[src/rtl/bvshr_inverse_solver.sv]
// ---------------------------------------------------------------------------
// bvshr_inverse_solver
//
// Purpose:
//   Sequential Skolem-function engine for right shifts. Given a shift amount s
//   and a target t, it decides whether some x exists with (x OP s) == t. When
//   one exists, it emits a witness x. OP is chosen per request: arithmetic
//   right shift (ashr) or logical right shift (lshr). Requests arrive and
//   results leave on valid/ready streams.
//
//   One bit-check is done per cycle on a working copy of t. Early exit on the
//   first failed check is optional.
//
// Optional feature:
//   SKOLEM_SHL_INV_EN - when defined, op=2 solves (x << s) == t.
//                       When undefined, op=2 is treated like the illegal op=3.
//
// Parameters:
//   W          operand width in bits (>= 2)
//   EARLY_EXIT 1: stop checking on the first failure; 0: always run all checks
//
// Ports:
//   clk        rising-edge clock
//   rst_n      asynchronous active-low reset
//   in_valid   request valid
//   in_ready   high only while idle
//   in_op      0=ashr, 1=lshr, 2=shl (feature build only), 3=illegal
//   in_s       shift amount (unsigned)
//   in_t       target value
//   out_valid  result valid, held until out_ready
//   out_ready  result accepted
//   out_sat    1 when the invertibility condition holds
//   out_x      witness when out_sat=1, otherwise zero
// ---------------------------------------------------------------------------
module bvshr_inverse_solver #(
  parameter int W          = 8,
  parameter bit EARLY_EXIT = 1'b1
) (
  input  logic         clk,
  input  logic         rst_n,
  input  logic         in_valid,
  output logic         in_ready,
  input  logic [1:0]   in_op,
  input  logic [W-1:0] in_s,
  input  logic [W-1:0] in_t,
  output logic         out_valid,
  input  logic         out_ready,
  output logic         out_sat,
  output logic [W-1:0] out_x
);

  // The check counter must be able to hold W itself (lshr/shl with s >= W).
  localparam int CW = $clog2(W + 1);

  typedef enum logic [1:0] {
    ST_IDLE,
    ST_SHIFT,
    ST_DONE
  } state_t;

  state_t         state;
  logic [1:0]     op_r;
  logic [W-1:0]   s_r;
  logic [W-1:0]   t_r;
  logic [W-1:0]   work;
  logic [CW-1:0]  cnt;
  logic           sat_r;

  logic           in_s_ge_w;
  logic           in_s_ge_wm1;
  logic           in_legal;
  logic [CW-1:0]  n_in;
  logic           s_r_ge_w;
  logic           check_ok;
  logic [W-1:0]   work_next;
  logic [W-1:0]   x_sat;

  // Decode an incoming request into its number of checks and a legality flag.
  // The shift amount is zero-extended by one bit before comparison. This
  // keeps the compare against W exact, even for the smallest widths.
  // Illegal ops get zero checks, so they pass straight through SHIFT.
  always_comb begin
    in_s_ge_w   = ({1'b0, in_s} >= (W+1)'(W));
    in_s_ge_wm1 = ({1'b0, in_s} >= (W+1)'(W - 1));
    in_legal    = 1'b0;
    n_in        = '0;
    case (in_op)
      2'd0: begin
        in_legal = 1'b1;
        n_in     = in_s_ge_wm1 ? CW'(W - 1) : CW'(in_s);
      end
      2'd1: begin
        in_legal = 1'b1;
        n_in     = in_s_ge_w ? CW'(W) : CW'(in_s);
      end
`ifdef SKOLEM_SHL_INV_EN
      2'd2: begin
        in_legal = 1'b1;
        n_in     = in_s_ge_w ? CW'(W) : CW'(in_s);
      end
`endif
      default: begin
        in_legal = 1'b0;
        n_in     = '0;
      end
    endcase
  end

  // Per-cycle check on the working copy, and the copy's next value.
  // For ashr, each step checks that the top two bits agree. That is the
  // sign-extension pattern an arithmetic shift would have produced.
  // For lshr, each step checks that the top bit is zero.
  // For shl, the copy walks the other way, and the bottom bit must be zero.
  always_comb begin
    check_ok  = 1'b1;
    work_next = work << 1;
    case (op_r)
      2'd0: check_ok = (work[W-1] == work[W-2]);
      2'd1: check_ok = ~work[W-1];
`ifdef SKOLEM_SHL_INV_EN
      2'd2: begin
        check_ok  = ~work[0];
        work_next = work >> 1;
      end
`endif
      default: check_ok = 1'b1;
    endcase
  end

  // Witness assuming the condition holds.
  // For right shifts, x = t << s undoes the shift. When s >= W, t is all-0 or
  // all-1, or it is 0 for lshr. In that case t itself is a valid preimage.
  // For shl, x = t >> s, which is naturally zero once s >= W.
  always_comb begin
    s_r_ge_w = ({1'b0, s_r} >= (W+1)'(W));
    x_sat    = s_r_ge_w ? t_r : (t_r << s_r);
`ifdef SKOLEM_SHL_INV_EN
    if (op_r == 2'd2) begin
      x_sat = t_r >> s_r;
    end
`endif
  end

  // Main controller: IDLE -> SHIFT -> DONE -> IDLE.
  // SHIFT does one check per cycle while cnt is non-zero. It enters DONE on
  // the edge where cnt is already zero, so n checks take n+1 cycles.
  // An early-exit failure forces cnt to zero, so DONE follows on the next
  // edge. out_sat and out_x load only on entry to DONE. They then hold
  // through backpressure and the following idle period.
  always_ff @(posedge clk or negedge rst_n) begin
    if (!rst_n) begin
      state     <= ST_IDLE;
      in_ready  <= 1'b1;
      out_valid <= 1'b0;
      out_sat   <= 1'b0;
      out_x     <= '0;
      op_r      <= '0;
      s_r       <= '0;
      t_r       <= '0;
      work      <= '0;
      cnt       <= '0;
      sat_r     <= 1'b0;
    end else begin
      case (state)
        ST_IDLE: begin
          if (in_valid && in_ready) begin
            op_r     <= in_op;
            s_r      <= in_s;
            t_r      <= in_t;
            work     <= in_t;
            cnt      <= n_in;
            sat_r    <= in_legal;
            in_ready <= 1'b0;
            state    <= ST_SHIFT;
          end
        end
        ST_SHIFT: begin
          if (cnt == '0) begin
            out_valid <= 1'b1;
            out_sat   <= sat_r;
            out_x     <= sat_r ? x_sat : '0;
            state     <= ST_DONE;
          end else begin
            work <= work_next;
            cnt  <= cnt - 1'b1;
            if (!check_ok) begin
              sat_r <= 1'b0;
              if (EARLY_EXIT) begin
                cnt <= '0;
              end
            end
          end
        end
        ST_DONE: begin
          if (out_ready) begin
            out_valid <= 1'b0;
            in_ready  <= 1'b1;
            state     <= ST_IDLE;
          end
        end
        default: begin
          state     <= ST_IDLE;
          in_ready  <= 1'b1;
          out_valid <= 1'b0;
        end
      endcase
    end
  end

endmodule

[config.mk]
export PLATFORM = sky130hd
export DESIGN_NAME = bvshr_inverse_solver
export DESIGN_NICKNAME = d
export VERILOG_FILES = /design/src/rtl/bvshr_inverse_solver.sv
export SDC_FILE = /design/constraint.sdc
export NUM_CORES = 1
export LEC_CHECK = 0
export ABC_AREA = 1
export BUFFER_PORTS_ARGS = -buffer_cell sky130_fd_sc_hd__buf_4
export CAP_MARGIN = 20
export CORE_UTILIZATION = 51
export CTS_CLUSTER_SIZE = 25
export DETAILED_ROUTE_END_ITERATION = 10
export GPL_TIMING_DRIVEN = 0
export PLACE_DENSITY_LB_ADDON = 0.2
export SYNTH_ARGS = -nofsm -noshare
export SYNTH_HDL_FRONTEND = slang
export SYNTH_SLANG_ARGS = --single-unit
[constraint.sdc]
create_clock -name clk -period 1.49 [get_ports clk]
set_input_delay 0.0745 -clock clk [delete_from_list [all_inputs] [get_ports clk]]
set_output_delay 0.0745 -clock clk [all_outputs]
set_load 0.005 [all_outputs]
# After elaboration in Yosys (flattened, before gate mapping)
# Index checks and enable logic that the tools add are counted.
[classes]
shifts = 1
eq_ne = 10
add_sub_neg = 1
n_lt_le_gt_ge = 3
bitwise_logic = 3
n_reduce_logical = 14
mux = 28
[op_table]
columns = ["operator", "n"]
rows = [
  ["$mux W8", 4],
  ["$mux W4", 5],
  ["$ge A8 B4 Y1 const B", 2],
  ["$pmux W4 S2", 2],
  ["$pmux W8 S2", 1],
  ["$reduce_and A3 Y1", 4],
  ["$ne A2 B2 Y1 const B", 5],
  ["$ge A8 B3 Y1 const B", 1],
  ["$mux W1", 8],
  ["$shl A8 B8 Y8", 1],
  ["$eq A2 B1 Y1 const B", 3],
  ["$logic_not A2 Y1", 3],
  ["$mux W2", 3],
  ["$pmux W1 S3", 2],
  ["$pmux W2 S3", 1],
  ["$logic_not A4 Y1", 1],
  ["$pmux W1 S2", 2],
  ["$reduce_and A2 Y1", 2],
  ["$reduce_and A4 Y1", 1],
  ["$sub A4 B1 Y4 const B", 1],
  ["$not A1 Y1", 3],
  ["$eq A2 B2 Y1 const B", 1],
  ["$reduce_bool A2 Y1", 1],
  ["$reduce_or A2 Y1", 1],
  ["2 further kinds", 2],
]
[word_totals]
in_bits = 22
word_cells = 71
output_inout_bits = 11
regBits = 44

# Longest topological paths before layout
# Gate-level depths: netlist of run 1.
[depth]
word_depth = 5
depth_mapped = 9
ltp_nobuf = 9

# Least setup slack after synthesis of run 1
# No wires, ideal clock.
[synth_timing]
kind = "register to register"
startpoint = "reg cnt[0]"
endpoint = "reg work[2]"
setup_ps = 125
period_less_slack_ps = 1330
required_time_ps = 1365
setup_slack_ps = 160
path_buffers = 1
path_stages_with_launch = 9
arrival_ps = 1205
path_cell_list = "dfrtp_1 > inv_1 > ha_1 > nand4_4 > o21ai_2 > inv_2 > buf_6 > o211ai_2 > o21ai_1"
[synth_between]
elab_chain_cells = 3
[synth_rtl]
columns = ["item", "line", "text"]
rows = [
  ["from (decl)", "66", "logic [CW-1:0] cnt;"],
  ["from (signal assigned)", "171", "cnt <= n_in;"],
  ["from (signal assigned)", "185", "cnt <= cnt - 1'b1;"],
  ["$logic_not A4 Y1", "178", "if (cnt == '0) begin"],
  ["$ne A2 B2 Y1 (no source line)", "n/a", ""],
  ["$reduce_and A3 Y1 (no source line)", "n/a", ""],
  ["to (signal assigned)", "170", "work <= in_t;"],
  ["to (signal assigned)", "184", "work <= work_next;"],
  ["to (decl)", "65", "logic [W-1:0] work;"],
]
# No other way between the ends.
# A chain may end at the register's enable or synchronous reset.

# Final worst setup path of run 1
[layout_timing]
startpoint = "reg state[0]"
endpoint = "reg work[5]"
[layout_between]
elab_chain_cells = 3
elab_cells_between_ends = 7
cone_classes = "3 x eq/ne; 1 x mux; 3 x reduce/logical"
[layout_rtl]
columns = ["item", "line", "text"]
rows = [
  ["from (decl)", "61", "state_t state;"],
  ["from (signal assigned)", "152", "state <= ST_IDLE;"],
  ["from (signal assigned)", "174", "state <= ST_SHIFT;"],
  ["from (signal assigned)", "182", "state <= ST_DONE;"],
  ["$eq A2 B1 Y1 or $logic_not A2 Y1 (tied branches)", "164", "case (state)"],
  ["$ne A2 B2 Y1 (no source line) or $reduce_bool A2 Y1 (tied branches)", "n/a", ""],
  ["$reduce_and A3 Y1 (no source line)", "n/a", ""],
]
# Parallel ways exist; a longest one is shown, timed or not.

==> results of run 1 <==
[path summary, 6_finish.rpt]
check | from | endpoint | slack (ns)
min in group asynchronous | rst_n | s_r[7] | 0.30
max in group asynchronous | rst_n | state[1] | 0.79
max | state[0] | work[5] | 0.06
max reg2reg | state[0] | work[5] | 0.06
min | in_s[1] | s_r[1] | 0.004
min reg2reg | out_x[3] | out_x[3] | 0.48
[synth_stat cells (all sizes together)]
master | n | area [sq um]
o21ai | 37 | 189
nand2 | 104 | 390
xnor2 | 1 | 8.76
dfstp | 1 | 26.3
o211ai | 5 | 57.6
dfrtp | 43 | 1080
clkbuf | 2 | 7.51
nor2 | 15 | 82.6
buf | 7 | 50.1
xor2 | 1 | 8.76
nand3 | 20 | 100
a31oi | 2 | 12.5
o21a | 2 | 15.0
ha | 1 | 12.5
a21oi | 13 | 65.1
nor3 | 3 | 20.0
nand4 | 4 | 40.0
o22ai | 1 | 6.26
inv | 36 | 135
[through the flow]
stage / setup WS (ns) / setup TNS, ns / instance area [sq um] / instances / power (mW)
final: 0.0575 / 0 / 3010 / 413 / 6.22
after global routing: -0.0408 / -0.356 / 3010 / 413 / 6.74
after CTS: -0.0112 / -0.0133 / 2860 / 404 / 5.80
after detailed placement: -0.0499 / -0.154 / 2610 / 382 / 4.81
after global placement: -0.00544 / -0.00946 / 2610 / 382 / 4.71
after floorplan: 0.160 / 0 / 2300 / 298 / 4.04
[report_power, final]
group	leakage, nW	internal [mW]	switching (mW)
combinational	0.890	1.34	1.81
clock	0.0552	0.498	0.392
sequential	0.555	1.77	0.403
[cells by family (layout without fill, tap and decap cells)]
group,Yosys count,count (layout)
AO/OA/AOI/OAI,60,60
AND/OR/NAND/NOR,146,146
XOR/XNOR,2,2
adder cells (fa/ha/maj),1,1
flip-flops,44,44
buffers and inverters,45,108
[metal layers]
metal / vias to the layer above / track usage (%) / wire length (um)
li1: 1087 / - / -
met1: 959 / 27.8 / 2340
met2: 50 / 40.6 / 2660
met3: 11 / 4.80 / 173
met4: 0 / 8.16 / 102
met5: - / 0 / 0
[sequential cells by signal, indices dropped and copies added (netlist names)]
| name | cells |
|---|---|
| out_x | 8 |
| op_r | 2 |
| t_r | 8 |
| out_valid | 1 |
| sat_r | 1 |
| out_sat | 1 |
| state | 2 |
| work | 8 |
| in_ready | 1 |
| s_r | 8 |
| cnt | 4 |
[cell type report]
type | count | area [sq um]
buffer | 7 | 58.8
clock buffer | 6 | 72.6
clock inverter | 2 | 35.0
fill | 361 | 1350
inverter | 36 | 140
multi-input combinational | 209 | 1070
sequential | 44 | 1100
tap | 52 | 65.1
timing repair buffer | 57 | 465
[cells in the final DEF, fill, tap and decap left out, types with 4 or more instances in the layout]
master         count
inv_2              4
clkbuf_8           5
buf_6              5
buf_4             43
o211ai_2           4
nand3_1           20
o21ai_0           24
a21oi_1           10
dlygate4sd3_1     12
inv_1             30
dfrtp_1           42
nor2_1             9
nand2_1          103
o21ai_1           12
[worst register-to-register path, stage by stage, from the launching register on]
cell	delay, ns
dfrtp_1	0.42
inv_2	0.13
nor2_8	0.07
buf_4	0.14
o21ai_4	0.20
inv_4	0.08
buf_6	0.14
o211ai_2	0.06
o21ai_1	0.09
[timing repair]
action                     4_1_cts  5_1_grt
hold endpoints to repair        54        0
setup buffers                    2       10
resized for setup                4       22
pin swaps                        1        5
cloned                           0        1
setup endpoints to repair       16       23
hold buffers                    12        0
==> results.py, run 1 <==
metrics = {
    "critical_path": {
        "crit_slowest_cell": "dfrtp_1",
        "worst-path-buf-inv": 4,
        "critical_path_class": "reg -> reg",
        "cp.required_ns": 1.67,
        "worstPathArrival_ns": 1.61,
        "path_cells": "inv_2 -> nor2_8 -> buf_4 -> o21ai_4 -> inv_4 -> buf_6 -> o211ai_2 -> o21ai_1",
        "cp_top_family": "buffers and inverters",
        "worst-r2r-cell-count": 8,
        "crit_fanout": 6,
        "critical_path_cell_count": 8,
        "start_kind": "flip-flop",
        "endpoint_kind": "flip-flop",
        "cp_slowest_stage_delay_ns": 0.42,
    },
    "cells_and_area": {
        "final_layout_size_suffix_gt1_share_pct": 23.5,
        "finalNetCount": 383,
        "diodes": 0,
        "fin_util_pct": 69.1,
        "area_delta_synth_final_pct": 30.5,
    },
    "timing": {
        "clock_skew_ns": 0.00873,
        "hold_violations": 0,
        "setup_viol": 0,
        "fin_hold_ws_ns": 0.00448,
        "period_needed_ns": 1.43,
        "tightest_slew_ns": 0.539,
        "fmax_mhz": 698,
        "min_period_over_period_pct": 96.1,
        "finalMaxSlewViolations": 0,
        "rsz0062_at_grt": "true",
        "relSlewSlack_pct": 64.1,
    },
    "global_routing": {
        "overflow": 0,
        "antenna_found_initial": 0,
        "grt_pass1_wl_um": 8880,
        "grt_usage_pct": 23.0,
        "grt_pass1_vias": 2082,
        "grt_max_degree": 45,
    },
    "cts": {
        "clk_latency_ns": 0.29,
        "cts_tree": "built",
        "cts.path.max_buffers": 2,
        "clk_pin_slew_ns": 0.08,
        "cts_root_buf": "clkbuf_8",
        "htreeDepth": 2,
        "cts_buffers": 5,
        "cts.sinks": 44,
    },
    "floorplan": {
        "fp.dieW_um": 69.2,
        "core_area_sq_um": 4350,
        "dieArea_sq_um": 4790,
        "io_pins": 33,
        "fp.dieH_um": 69.2,
        "row_count": 24,
        "start_util_pct": 52.9,
    },
    "synth": {
        "syn_inst": 298,
        "avgSynthCellArea_sq_um": 7.73,
        "synth_top_family_by_area": "simple AND/OR/NAND/NOR gates",
        "yosys.area_share.adder_pct": 0.543,
        "ys_seq_area_share_pct": 47.9,
        "yosys_register_bits": 44,
        "synth_compound_area_share_pct": 15.0,
        "synth_warnings": 0,
        "synthesis.nets": 321,
        "yosysUniqueCellTypes": 30,
        "synthMuxAreaShare_pct": 0,
        "synth_xor_xnor_area_share_pct": 0.760,
        "synth_area_sq_um": 2300,
        "yosys.area_share.simple_pct": 27.5,
    },
    "place": {
        "gp_congestion": 0.915,
        "io_buffers": 32,
        "dp_hpwl_um": 3600,
    },
    "drt": {
        "finalWirelength_um": 5270,
        "wl_per_cell_um": 12.8,
        "vias": 2107,
        "viasPerCell": 5.10,
        "ant_nets": 0,
        "drtIter0Drc": 205,
        "drc_errors": 0,
        "drt_pass1_iterations": 4,
    },
    "power": {
        "max-vdd-ir-drop_uv": 1300,
        "pwr_density_cell_nw_per_um2": 2070,
        "p_leak_nw": 1.50,
    },
    "run": {
        "max-cap-violations": 0,
    },
    "min_path": {
        "hp-class": "in -> reg",
        "hold_depth": 3,
    },
    "run_status": {
        "status": "complete, no violations",
    },
}
No activity file was read; power rests on OpenSTA's default activity.
==> run 2, diff against run 1 <==
--- a/config.mk
+++ b/config.mk
@@ -11,7 +11,6 @@
 export CORE_UTILIZATION = 51
 export CTS_CLUSTER_SIZE = 25
 export DETAILED_ROUTE_END_ITERATION = 10
-export GPL_TIMING_DRIVEN = 0
 export PLACE_DENSITY_LB_ADDON = 0.2
 export SYNTH_ARGS = -nofsm -noshare
 export SYNTH_HDL_FRONTEND = slang
==> run 2 against run 1 <==
Compared with the run above:
- the run now ends with hold timing, setup timing left
- sequential share of layout area grew 1.3 points
- non-clock buffer count shrank 12
- via count down 2.2%
- register-to-register slack got worse by 0.08 ns
- first-iteration DRC count fell by 27%
- combinational power decreased by 5%
- critical path depth is 2 lower
- worst hold slack worse by 0.0054 ns
- worst setup slack lost 0.078 ns
- global-route usage down 1.0 points
- critical path type unchanged
- largest power group unchanged
==> results.py, run 2 (synthesis results as in run 1) <==
metrics = {
    "cts": {
        "clk_latency_ns": 0.29,
        "cts.sinks": 44,
        "cts_tree": "built",
        "cts.path.max_buffers": 2,
        "htreeDepth": 2,
        "clk_pin_slew_ns": 0.08,
        "cts_root_buf": "clkbuf_8",
        "cts_buffers": 5,
    },
    "global_routing": {
        "grt_max_degree": 45,
        "grt_usage_pct": 22.0,
        "grt_pass1_vias": 1890,
        "antenna_found_initial": 0,
        "overflow": 0,
        "grt_pass1_wl_um": 8470,
    },
    "cells_and_area": {
        "area_delta_synth_final_pct": 26.0,
        "layout_commonest_cell": "nand2_1",
        "fillCellCount": 367,
        "final_cell_mix": "nand2_1 (102), dfrtp_1 (42), buf_4 (42), inv_1 (29), o21ai_0 (24)",
        "finalNetCount": 372,
        "fin_area_sq_um": 2900,
        "final_layout_size_suffix_gt1_share_pct": 22.9,
        "diodes": 0,
        "fin_util_pct": 66.6,
    },
    "place": {
        "io_buffers": 32,
        "dp_hpwl_um": 3590,
        "gp_congestion": 0.878,
        "post-place-ws_ns": -0.0367,
        "postPlaceCellArea_sq_um": 2630,
    },
    "run": {
        "max-cap-violations": 0,
    },
    "timing": {
        "relSlewSlack_pct": 62.9,
        "finalMaxSlewViolations": 0,
        "hold_violations": 1,
        "clock_skew_ns": 0.00209,
        "period_needed_ns": 1.51,
        "setup_viol": 2,
        "tightest_slew_ns": 0.556,
        "min_period_over_period_pct": 101,
        "rsz0062_at_grt": "true",
        "setup_ws_ns": -0.0206,
        "fin_hold_ws_ns": -0.000968,
        "fmax_mhz": 662,
        "fin_setup_tns_ns": -0.0372,
    },
    "drt": {
        "vias": 2060,
        "drt_pass1_iterations": 4,
        "wl_per_cell_um": 12.6,
        "viasPerCell": 5.12,
        "drc_errors": 0,
        "ant_nets": 0,
        "drtIter0Drc": 149,
        "finalWirelength_um": 5060,
    },
    "floorplan": {
        "dieArea_sq_um": 4790,
        "row_count": 24,
        "io_pins": 33,
        "core_area_sq_um": 4350,
        "fp.dieH_um": 69.2,
        "start_util_pct": 52.9,
        "fp.dieW_um": 69.2,
    },
    "power": {
        "pwr_density_cell_nw_per_um2": 2050,
        "p_leak_nw": 1.45,
        "power_mw": 5.94,
        "max-vdd-ir-drop_uv": 1250,
    },
    "run_status": {
        "violations": "hold timing, setup timing",
        "status": "complete, but fails checks",
    },
    "critical_path": {
        "endpoint_kind": "flip-flop",
        "crit_slowest_cell": "dfstp_2",
        "worstPathArrival_ns": 1.69,
        "path_cells": "nand2_2 -> nor3_4 -> o21ai_4 -> buf_6 -> a21oi_4 -> o22ai_1",
        "critical_path_class": "reg -> reg",
        "cp_top_family": "flip-flops",
        "worst-path-buf-inv": 1,
        "cp.required_ns": 1.67,
        "start_kind": "flip-flop",
        "cp_slowest_stage_delay_ns": 0.56,
        "crit_fanout": 4,
    },
    "min_path": {
        "hp-class": "in -> reg",
    },
}
-- run 2: cell count changes in the layout (fill, tap and decap cells not counted), moves of 2 or more --
cell,before,now
buf_6,5,3
dlygate4sd3_1,12,6
a21oi_1,10,12
a21oi_2,3,0
-- run 2: power breakdown --
part	internal, mW	total (mW)	switching [mW]
Combinational	1.22	3.00	1.78
Clock	0.378	0.756	0.377
Sequential	1.77	2.18	0.407
Total	3.37	5.94	2.56
-- run 2: timing repair --
item                                   CTS  global route
gates cloned                             0             2
setup buffers                            0             3
pin swaps                                0             2
resized for setup                        4            23
hold buffers                             6             0
setup endpoints to repair               10            28
endpoints found under the hold margin   48             0
-- run 2: path summary, 6_finish.rpt --
path | from | endpoint | slack, ns | depth (start not counted)
worst max-delay path | in_ready | sat_r | -0.02 | 6
max in group asynchronous | rst_n | state[1] | 0.77 | 2
worst max register to register | in_ready | sat_r | -0.02 | 6
min in group asynchronous | rst_n | out_x[4] | 0.31 | 2
worst min-delay path | in_s[7] | s_r[7] | -0.001 | 3
worst min register to register | out_x[3] | out_x[3] | 0.48 | 2
-- run 2: routing by layer --
layer  global-route usage (%)  share of wire [%]  vias up
met3                     4.36                4.1       10
met4                     8.39                2.0        0
li1                         -                  -     1059
met2                     35.6                 48       48
met5                        0                  0        -
met1                     29.2                 46      943
-- run 2: worst register-to-register path, stage by stage, from the launching register on --
cell,delay (ns)
dfstp_2,0.56
nand2_2,0.07
nor3_4,0.31
o21ai_4,0.13
buf_6,0.14
a21oi_4,0.11
o22ai_1,0.08
-- run 2: through the flow --
stage	hold WS (ns)	cells
global placement	0.103	383
finish	-0.000968	402
floorplan	-0.221	298
global route	0.00631	402
detailed placement	0.105	383
CTS	0.000122	397
-- run 2: final cells by class --
type | instances | area (sq um) | share of cell area, %
flip-flops and latches | 44 | 1100 | 38.0
multi-input cells | 209 | 1080 | 37.1
repair buffers | 52 | 417 | 14.4
inverters | 36 | 145 | 5.00
clock buffers | 8 | 90.1 | 3.10
well taps | 52 | 65.1 | 2.24
repair inverters | 1 | 5.00 | 0.172
==> run 3, diff against run 2 <==
--- a/config.mk
+++ b/config.mk
@@ -8,7 +8,9 @@
 export ABC_AREA = 1
 export BUFFER_PORTS_ARGS = -buffer_cell sky130_fd_sc_hd__buf_4
 export CAP_MARGIN = 20
-export CORE_UTILIZATION = 51
+export CELL_PAD_IN_SITES_DETAIL_PLACEMENT = 0
+export CELL_PAD_IN_SITES_GLOBAL_PLACEMENT = 1
+export CORE_UTILIZATION = 41
 export CTS_CLUSTER_SIZE = 25
 export DETAILED_ROUTE_END_ITERATION = 10
 export PLACE_DENSITY_LB_ADDON = 0.2
==> run 3 against run 2 <==
Compared with the run above:
- the flow finishes with violations (hold timing)
- non-clock buffer count grew 7
- count of clock-buffer cells in the layout is 3 lower
- cell count increased by 6.5%
- sequential power about the same
- worst hold slack better by 0.00079 ns
- combinational power about the same
- via count is 2.2% higher
- largest cell class unchanged
==> results.py, run 3 (synthesis results as in run 1) <==
metrics = {
    "critical_path": {
        "critical_path_class": "reg -> reg",
        "rr_endpoint": "work[7]",
        "start_kind": "flip-flop",
        "worstPathArrival_ns": 1.64,
        "endpoint_kind": "flip-flop",
        "worstReg2RegStart": "state[0]",
        "cp.required_ns": 1.68,
        "reg2reg_setup_slack_ns": 0.04,
        "worst-r2r-cell-count": 7,
        "crit_fanout": 6,
    },
    "cells_and_area": {
        "layout_commonest_cell": "nand2_1",
        "final_cell_mix": "nand2_1 (103), buf_4 (47), dfrtp_1 (43), inv_1 (30), o21ai_0 (24)",
        "area_delta_synth_final_pct": 29.3,
        "diodes": 0,
        "final_layout_size_suffix_gt1_share_pct": 22.9,
        "fin_area_sq_um": 2980,
        "finalNetCount": 380,
    },
    "timing": {
        "setup_viol": 0,
        "finalMaxSlewViolations": 0,
        "relSlewSlack_pct": 62.9,
        "period_needed_ns": 1.45,
        "fin_hold_ws_ns": -0.000180,
        "hold_violations": 1,
        "min_period_over_period_pct": 97.4,
        "fmax_mhz": 689,
        "fin_setup_tns_ns": 0,
        "rsz0062_at_grt": "true",
        "setup_ws_ns": 0.0389,
        "tightest_slew_ns": 0.557,
        "clock_skew_ns": 0.00733,
    },
    "drt": {
        "drc_errors": 0,
        "drt_pass1_iterations": 5,
        "ant_nets": 0,
        "viasPerCell": 4.92,
        "wl_per_cell_um": 12.7,
        "finalWirelength_um": 5430,
        "vias": 2106,
        "drtIter0Drc": 164,
    },
    "run_status": {
        "status": "complete, but fails checks",
        "violations": "hold timing",
    },
    "cts": {
        "cts.sinks": 44,
        "cts_root_buf": "clkbuf_8",
        "htreeDepth": 2,
        "cts_buffers": 5,
        "cts_tree": "built",
        "clk_pin_slew_ns": 0.09,
        "cts.path.max_buffers": 2,
        "clk_latency_ns": 0.31,
    },
    "min_path": {
        "hold_depth": 3,
        "hp-class": "in -> reg",
        "hold_end": "op_r[0]",
        "min-delay-start": "in_op[0]",
    },
    "global_routing": {
        "antenna_found_initial": 0,
        "grt_pass1_vias": 2103,
        "grt_pass1_wl_um": 9490,
        "grt_usage_pct": 20.2,
        "overflow": 0,
        "grt_max_degree": 45,
    },
    "place": {
        "dp_hpwl_um": 3860,
        "gp_congestion": 0.828,
        "post-place-ws_ns": -0.0924,
        "io_buffers": 32,
        "postPlaceCellArea_sq_um": 2660,
    },
    "power": {
        "power_mw": 5.94,
        "pwr_density_cell_nw_per_um2": 1990,
        "max-vdd-ir-drop_uv": 949,
        "p_leak_nw": 1.48,
    },
    "floorplan": {
        "fp.dieH_um": 77.0,
        "fp.dieW_um": 77.0,
        "dieArea_sq_um": 5920,
        "start_util_pct": 43.7,
        "row_count": 26,
        "io_pins": 33,
        "core_area_sq_um": 5270,
    },
    "run": {
        "max-cap-violations": 0,
    },
}
==> run 3: cell types whose count changed in the layout (fill, tap and decap cells not counted), moves of 2 or more <==
| cell | before | now |
|---|---|---|
| buf_4 | 42 | 47 |
| buf_6 | 3 | 0 |
| clkbuf_1 | 2 | 0 |
| clkinv_2 | 1 | 3 |
| dlygate4sd3_1 | 6 | 11 |
==> run 3: per-layer routing <==
metal / wire (um) / track usage, % / share of wire (%)
met1: 2440 / 25.9 / 45
met2: 2710 / 33.4 / 50
met3: 178 / 3.93 / 3.3
met4: 94 / 8.08 / 1.7
met5: 0 / 0 / 0
==> run 3: worst max path at each step <==
stage / startpoint / end / slack, ns
finish: state[0] / work[7] / 0.04
global route: state[0] / work[1] / -0.04
CTS: s_r[5] / out_x[6] / 0.02
detailed placement: s_r[7] / out_x[6] / -0.09
global placement: s_r[7] / out_x[6] / -0.11
floorplan: cnt[0] / work[2] / 0.16
==> run 3: area by class of cell <==
type | count | area [sq um]
Timing Repair inverter | 2 | 11.3
Multi-Input combinational cell | 209 | 1060
Fill cell | 510 | 2290
Timing Repair Buffer | 59 | 483
Clock inverter | 3 | 18.8
Clock buffer | 5 | 68.8
Tap cell | 70 | 87.6
Inverter | 36 | 145
Sequential cell | 44 | 1100
==> run 3: repair_timing <==
item,4_1_cts,5_1_grt
endpoints found under the hold margin,53,0
cloned,0,2
pin swaps,0,2
setup endpoints to repair,17,26
gates resized for setup,5,18
buffers inserted,0,4
hold buffers,11,0
==> run 3: power breakdown <==
| part | switching, mW | internal (mW) |
|---|---|---|
| clock | 0.430 | 0.327 |
| sequential | 0.412 | 1.77 |
| combinational | 1.77 | 1.24 |
==> run 3: worst max-delay path, cell delays in order, from the launching register on <==
cell	delay, ns
dfrtp_1	0.45
inv_2	0.10
nor2_8	0.15
nand4_4	0.15
o21ai_4	0.16
clkinv_2	0.17
nor2_1	0.11
a31oi_1	0.05
==> run 3: per-stage QoR <==
stage	hold slack [ns]	cells	util (%)
final	-0.000180	428	56.5
after global routing	0.00121	428	56.5
after CTS	0.000412	422	54.5
after detailed placement	0.109	403	50.5
after global placement	0.106	403	50.5
after floorplan	-0.221	298	-
